## config.mk

```make
export PLATFORM = sky130hd
export DESIGN_NAME = cdc_hs_src
export DESIGN_NICKNAME = d
export VERILOG_FILES = /design/src/rtl/cdc_hs_src.sv
export SDC_FILE = /design/constraint.sdc
export NUM_CORES = 1
export LEC_CHECK = 0
export CELL_PAD_IN_SITES_DETAIL_PLACEMENT = 0
export CELL_PAD_IN_SITES_GLOBAL_PLACEMENT = 1
export CORE_UTILIZATION = 32
export CTS_BUF_LIST = sky130_fd_sc_hd__clkbuf_2
export DETAILED_ROUTE_END_ITERATION = 10
export GPL_TIMING_DRIVEN = 1
export PLACE_DENSITY_LB_ADDON = 0.1
export SYNTH_ARGS = -nofsm -noshare
export SYNTH_HDL_FRONTEND = slang
export SYNTH_SLANG_ARGS = --single-unit
```

## constraint.sdc

```tcl
create_clock -name c -period 1.4 [get_ports c]
set_input_delay 0.28 -clock c [delete_from_list [all_inputs] [get_ports c]]
set_output_delay 0.28 -clock c [all_outputs]
set_load 0.05 [all_outputs]
```

## src/rtl/cdc_hs_src.sv

```systemverilog
// -----------------------------------------------------------------------------
// cdc_hs_src
// Source-domain half of a toggle-handshake clock-domain-crossing transfer.
// A word is accepted on a valid/ready handshake and latched into a holding
// register, and the request level is toggled on the same edge. The
// destination synchronizes the toggle. The acknowledge comes back as a
// one-cycle pulse already synchronized into this clock domain. No new word is
// accepted until that pulse has arrived.
//
// Handshake: a word transfers on a rising edge of c where i_valid and o_ready
// are both high. o_ready depends only on the state register. It never depends
// combinationally on i_valid or i_ack.
//
// Ports:
//   c          source-domain clock
//   rst_n      asynchronous reset, active-low
//   i_valid    upstream word valid
//   o_ready    block can accept a word (state is IDLE)
//   i_data     upstream data word
//   o_req      request toggle level, goes to the destination-side synchronizer
//   o_data     held data word, stable while a request is outstanding
//   i_ack      one-cycle acknowledge pulse (already synchronized)
//   o_done     one-cycle pulse: transfer acknowledged
//   o_timeout  acknowledge outstanding for at least TIMEOUT cycles
//   o_ack_err  sticky: acknowledge pulse received while idle
// -----------------------------------------------------------------------------
module cdc_hs_src #(
  parameter int DW      = 32,
  parameter int TIMEOUT = 0
) (
  input  logic          c,
  input  logic          rst_n,
  input  logic          i_valid,
  output logic          o_ready,
  input  logic [DW-1:0] i_data,
  output logic          o_req,
  output logic [DW-1:0] o_data,
  input  logic          i_ack,
  output logic          o_done,
  output logic          o_timeout,
  output logic          o_ack_err
);

  typedef enum logic {
    IDLE     = 1'b0,
    WAIT_ACK = 1'b1
  } state_t;

  // The timer saturates at TIMEOUT. With TIMEOUT == 0 it stays at zero and
  // o_timeout can never be set, so synthesis removes both.
  localparam bit          TO_EN   = (TIMEOUT != 0);
  localparam logic [15:0] TO_MAX  = 16'(TIMEOUT);
  localparam logic [15:0] TO_LAST = TO_EN ? 16'(TIMEOUT - 1) : 16'd0;

  state_t        state, state_nxt;
  logic          req_nxt;
  logic [DW-1:0] data_nxt;
  logic [15:0]   timer, timer_nxt;
  logic          done_nxt;
  logic          timeout_nxt;
  logic          ack_err_nxt;

  assign o_ready = (state == IDLE);

  always_comb begin
    state_nxt   = state;
    req_nxt     = o_req;
    data_nxt    = o_data;
    timer_nxt   = timer;
    done_nxt    = 1'b0;
    timeout_nxt = o_timeout;
    ack_err_nxt = o_ack_err;
    case (state)
      IDLE: begin
        // An ack with nothing outstanding is recorded, but the FSM ignores it.
        if (i_ack) ack_err_nxt = 1'b1;
        if (i_valid) begin
          // Data and toggle update on the same edge. o_data is therefore
          // stable long before the destination can see the toggle.
          data_nxt  = i_data;
          req_nxt   = ~o_req;
          timer_nxt = 16'd0;
          state_nxt = WAIT_ACK;
        end
      end
      WAIT_ACK: begin
        if (i_ack) begin
          // The ack wins over the timer update in the same cycle.
          state_nxt   = IDLE;
          done_nxt    = 1'b1;
          timeout_nxt = 1'b0;
          timer_nxt   = 16'd0;
        end else begin
          if (timer != TO_MAX) timer_nxt = timer + 16'd1;
          // A timeout only flags the condition. The transfer keeps waiting.
          if (TO_EN && (timer == TO_LAST)) timeout_nxt = 1'b1;
        end
      end
      default: state_nxt = IDLE;
    endcase
  end

  always_ff @(posedge c or negedge rst_n) begin
    if (!rst_n) begin
      state     <= IDLE;
      o_req     <= 1'b0;
      o_data    <= '0;
      timer     <= 16'd0;
      o_done    <= 1'b0;
      o_timeout <= 1'b0;
      o_ack_err <= 1'b0;
    end else begin
      state     <= state_nxt;
      o_req     <= req_nxt;
      o_data    <= data_nxt;
      timer     <= timer_nxt;
      o_done    <= done_nxt;
      o_timeout <= timeout_nxt;
      o_ack_err <= ack_err_nxt;
    end
  end

endmodule
```

==> results of run 1 <==
## metrics by stage
step | hold WS, ns | total power, W | utilization | cells
final | 0.371 | 0.00437 | 0.610 | 212
after global routing | 0.345 | 0.00454 | 0.610 | 212
after CTS | 0.353 | 0.00442 | 0.608 | 212
after detailed placement | 0.257 | 0.00394 | 0.595 | 202
after global placement | 0.252 | 0.00391 | 0.595 | 202
after floorplan | -0.0156 | 0.00265 | - | 81
## sequential cells by signal, indices dropped and copies added (netlist names)
register   cells
o_ack_err      1
o_data        32
o_done         1
o_req          1
state          1
## power by group
part	internal [W]	leakage, nW	switching, W
clock network	0.000134	0.0306	0.000312
logic	0.00129	0.783	0.00110
registers	0.00127	0.419	0.000262
## cells in the mapped netlist
master | number | share of area
xor2_1 | 1 | 0.0060
nor2b_1 | 1 | 0.0043
dfrtp_1 | 36 | 0.61
buf_8 | 2 | 0.020
mux2_4 | 28 | 0.29
mux2_2 | 4 | 0.031
a21o_1 | 2 | 0.010
inv_1 | 2 | 0.0051
conb_1 | 1 | 0.0025
nor2_1 | 1 | 0.0025
buf_4 | 1 | 0.0051
buf_6 | 2 | 0.015
## routing by layer
| metal | wire length, um | GRT usage | vias to the layer above |
|---|---|---|---|
| met5 | 0 | 0 | - |
| met4 | 53 | 0.0600 | 0 |
| met3 | 267 | 0.0610 | 7 |
| met2 | 1450 | 0.201 | 46 |
| met1 | 1270 | 0.167 | 458 |
| li1 | - | - | 428 |
## critical path: stages, from the launching register on
cell and delay [ns]:
dfrtp_1 0.43, buf_4 0.15, nor2b_4 0.16, buf_12 0.20
mux2_2 0.34
## cells in the final DEF, fill, tap and decap left out
cell type / netlist / final
a21o_1: 2 / 2
buf_12: 0 / 39
buf_2: 0 / 1
buf_4: 1 / 1
clkbuf_2: 0 / 7
clkdlybuf4s50_1: 0 / 34
clkinv_1: 0 / 1
conb_1: 1 / 1
dfrtp_1: 36 / 36
dlygate4sd3_1: 0 / 1
inv_1: 2 / 1
inv_2: 0 / 1
mux2_2: 4 / 2
mux2_4: 28 / 30
nor2_1: 1 / 1
nor2b_4: 0 / 1
xor2_1: 1 / 1
## repair_timing
item | in CTS | in global routing
setup endpoints to repair | 1 | 5
hold buffers | 1 | 0
buffers inserted | 1 | 0
gates resized for setup | 0 | 3
endpoints found under the hold margin | 18 | 0
## worst max path at each step
stage	endpoint	slack (ns)
3_3_place_gp	o_data[27]	-0.21
4_1_cts	o_ready	0.008
6_report	o_data[25]	0.02
2_1_floorplan	o_data[16]	0.17
5_1_grt	o_data[25]	-0.03
3_5_place_dp	o_data[25]	-0.22
## final cells by class
class                   instances  area (um^2)  share of cell area
clock buffers                   7         35.0              0.0131
clock inverters                 1         3.75             0.00140
inverters                       2         7.51             0.00281
multi-input cells              38          518               0.194
flip-flops and latches         36          901               0.337
well taps                      52         65.1              0.0243
repair buffers                 76         1140               0.428
## logic make-up (layout without fill, tap and decap cells)
family,after synthesis,count (layout),share of synthesized area
other,1,1,0.00255
XOR/XNOR,1,1,0.00595
multiplexers,32,32,0.316
flip-flops,36,36,0.612
buffers and inverters,7,86,0.0459
AO/OA/AOI/OAI,2,2,0.0102
AND/OR/NAND/NOR,2,2,0.00680
==> results.py, run 1 <==
metrics = {
    "outcome": {
        "status": "completed",
    },
    "logic_synthesis": {
        "ys_warn_count": 0,
        "syn_area_mm2": 0.00147,
        "ys_ff_latch": 36,
        "ys_seq_area_frac": 0.612,
        "syn_avg_cell_area_um2": 18.2,
        "synth_cell_types": 12,
        "syn_inst": 81,
        "synth_nets": 117,
    },
    "clocking": {
        "htree_levels": 2,
        "cts.path.max_buffers": 2,
        "clkLatencyLatePin_ns": 0.36,
        "cts_buffers": 5,
        "cts_root_buf": "clkbuf_2",
        "clock-sinks": 36,
        "clk_pin_slew_ns": 0.16,
        "cts_tree": "yes",
    },
    "flow_run": {
        "maxCapViolCount": 0,
    },
    "timing": {
        "setup_violations": 0,
        "fin_worst_skew_ns": 0.00942,
        "setup_slack_ns": 0.0192,
        "post-route-min-period_ns": 1.38,
        "post-route-period-util": 0.986,
        "clock.fmax_mhz": 724,
        "slew_violations": 0,
        "hold_viol": 0,
        "tns_ns": 0,
        "rsz0062_at_grt": "yes",
    },
    "route": {
        "ant_nets": 0,
        "drt-total-wl_mm": 3.04,
        "drcViolationCount": 0,
        "via_count": 939,
        "wire_per_inst_um": 14.4,
        "initialDrtViolationCount": 46,
        "dr.pass1.iters": 3,
        "routed_via_density": 4.43,
    },
    "critical_path": {
        "worstRegToRegCells": 4,
        "r2r_end": "o_data[25]",
        "worstReg2RegStart": "state",
        "start_kind": "register",
        "critPathLaunch": "state",
        "cp.required_ns": 1.67,
        "critPathArrivalTime_ns": 1.65,
        "r2r_slack_ns": 0.02,
        "path_class": "reg2reg",
        "path_max_fanout": 18,
        "end_kind": "register",
    },
    "placed_design": {
        "placed_area_mm2": 0.00261,
        "gp_congestion": 0.668,
        "detailedPlace.worstSlack_ns": -0.219,
        "io_buffers": 71,
        "place_hpwl_mm": 2.23,
    },
    "grt": {
        "grt_max_degree": 20,
        "grt_pass1_wl_mm": 5.02,
        "grt_usage": 0.135,
        "antenna_found_initial": 0,
        "overflow": 0,
        "grt_pass1_vias": 1011,
    },
    "power_and_ir_drop": {
        "ir_drop_mv": 0.938,
        "total_leakage_power_nw": 1.23,
        "powerDensity_mw_per_mm2": 1630,
    },
    "min_path": {
        "hold_path.class": "in2async",
    },
    "layout": {
        "synthToLayoutAreaGrowth_pct": 81.7,
        "fin_area_mm2": 0.00267,
        "antenna_cells": 0,
        "layout-drive-gt1-share": 0.513,
        "n_fill_cell": 344,
        "nets": 195,
    },
    "die": {
        "rows": 24,
        "die_w_um": 69.8,
        "initial_core_util": 0.336,
        "core_mm2": 0.00438,
        "dieArea_mm2": 0.00487,
        "ios": 73,
        "die_h_um": 69.8,
    },
}
(Power assumes the default switching activity.)
==> run 2: changes to the inputs <==
==> constraint.sdc (replaced) <==
create_clock -name c -period 1.3 [get_ports c]
set_input_delay 0.13 -clock c [delete_from_list [all_inputs] [get_ports c]]
set_output_delay 0.13 -clock c [all_outputs]
set_load 0.05 [all_outputs]
==> results.py, run 2 (synthesis gave the netlist of run 1 again) <==
metrics = {
    "outcome": {
        "status": "completed",
    },
    "layout": {
        "largest_reg_flops": 32,
        "final_common_cell": "buf_12",
        "n_fill_cell": 344,
        "finalNonFillerCells": 212,
        "layout-drive-gt1-share": 0.513,
        "post-route-util": 0.610,
        "nets": 195,
        "top_register": "o_data",
        "antenna_cells": 0,
        "final_cell_mix": "buf_12, dfrtp_1, clkdlybuf4s50_1",
        "synthToLayoutAreaGrowth_pct": 81.7,
    },
    "flow_run": {
        "maxCapViolCount": 0,
    },
    "clocking": {
        "cts.path.max_buffers": 2,
        "cts_buffers": 5,
        "clkLatencyLatePin_ns": 0.36,
        "htree_levels": 2,
        "clock-sinks": 36,
        "cts_tree": "yes",
        "cts_root_buf": "clkbuf_2",
        "clk_pin_slew_ns": 0.16,
    },
    "route": {
        "wire_per_inst_um": 14.3,
        "ant_nets": 0,
        "initialDrtViolationCount": 49,
        "dr.pass1.iters": 3,
        "drcViolationCount": 0,
        "drt-total-wl_mm": 3.03,
        "via_count": 939,
        "routed_via_density": 4.43,
    },
    "timing": {
        "hold_viol": 0,
        "clock.fmax_mhz": 777,
        "rsz0062_at_grt": "yes",
        "slew_violations": 0,
        "fin_worst_skew_ns": 0.00946,
        "setup_slack_ns": 0.0124,
        "setup_violations": 0,
        "post-route-min-period_ns": 1.29,
        "post-route-period-util": 0.990,
        "whs_ns": 0.221,
    },
    "power_and_ir_drop": {
        "p_int_w": 0.00290,
        "p_clk_frac": 0.102,
        "p_sw_frac": 0.383,
        "powerDensity_mw_per_mm2": 1760,
        "switching_power_w": 0.00180,
        "total_leakage_power_nw": 1.23,
        "fin_total_pwr_w": 0.00470,
        "ir_drop_mv": 1.01,
        "p_seq_frac": 0.351,
        "p_comb_frac": 0.546,
    },
    "die": {
        "die_w_um": 69.8,
        "rows": 24,
        "initial_core_util": 0.336,
        "dieArea_mm2": 0.00487,
        "die_h_um": 69.8,
        "ios": 73,
        "core_mm2": 0.00438,
    },
    "grt": {
        "grt_usage": 0.134,
        "grt_pass1_wl_mm": 5.00,
        "grt_max_degree": 20,
        "antenna_found_initial": 0,
        "overflow": 0,
        "grt_pass1_vias": 1008,
    },
    "critical_path": {
        "cp.required_ns": 1.57,
        "path_class": "reg2reg",
        "end_kind": "register",
        "critPathArrivalTime_ns": 1.55,
        "start_kind": "register",
        "path_max_fanout": 18,
    },
    "min_path": {
        "hold_path.class": "in2async",
    },
    "placed_design": {
        "detailedPlace.worstSlack_ns": -0.169,
        "gp_congestion": 0.668,
        "place_inst": 202,
        "io_buffers": 71,
        "place_hpwl_mm": 2.23,
    },
}
[run 2: metal layers]
metal	part of all wire	global-route usage
met2	0.48	0.200
met3	0.088	0.0610
met5	0	0
met1	0.42	0.167
met4	0.017	0.0600
[run 2: area by class of cell]
type,count,area (um^2),area share
Multi-Input combinational cell,38,518,0.194
Inverter,2,7.51,0.00281
Timing Repair Buffer,76,1140,0.428
Clock buffer,7,35.0,0.0131
Tap cell,52,65.1,0.0243
Sequential cell,36,901,0.337
Clock inverter,1,3.75,0.00140
[run 2: per-stage QoR]
step	TNS, ns	cell area, um^2
floorplan	0	1470
global placement	-4.10	2610
detailed placement	-4.06	2610
CTS	0	2670
global route	-0.0741	2670
finish	0	2670
[run 2: power groups by stage]
| stage | Combinational (W) | Sequential [W] | Clock [W] |
|---|---|---|---|
| finish | 0.00257 | 0.00165 | 0.000480 |
| global route | 0.00264 | 0.00168 | 0.000565 |
| CTS | 0.00258 | 0.00165 | 0.000521 |
| detailed placement | 0.00257 | 0.00167 | 0 |
| global placement | 0.00255 | 0.00167 | 0 |
| floorplan | 0.000464 | 0.00239 | 0 |
[run 2: path summary, 6_finish.rpt]
check | slack, ns | startpoint | depth (start not counted) | endpoint
worst max register to register | 0.01 | state | 3 | o_data[25]
min in group c | 0.33 | i_ack | 3 | o_done
worst min-delay path | 0.22 | rst_n | 2 | o_data[4]
worst min register to register | 0.54 | o_ack_err | 1 | o_ack_err
worst max-delay path | 0.01 | state | 3 | o_data[25]
max in group asynchronous | 0.63 | rst_n | 3 | o_data[26]
[run 2: repair_timing]
| item | CTS | global route |
|---|---|---|
| cloned | 0 | 0 |
| setup endpoints to repair | 1 | 5 |
| gates resized for setup | 0 | 3 |
| buffers inserted | 1 | 0 |
| hold buffers | 1 | 0 |
| endpoints found under the hold margin | 27 | 0 |
[run 2: critical path: stages, from the launching register on]
cell     delay, ns
dfrtp_1       0.46
nor2b_4       0.19
buf_12        0.20
mux2_2        0.34
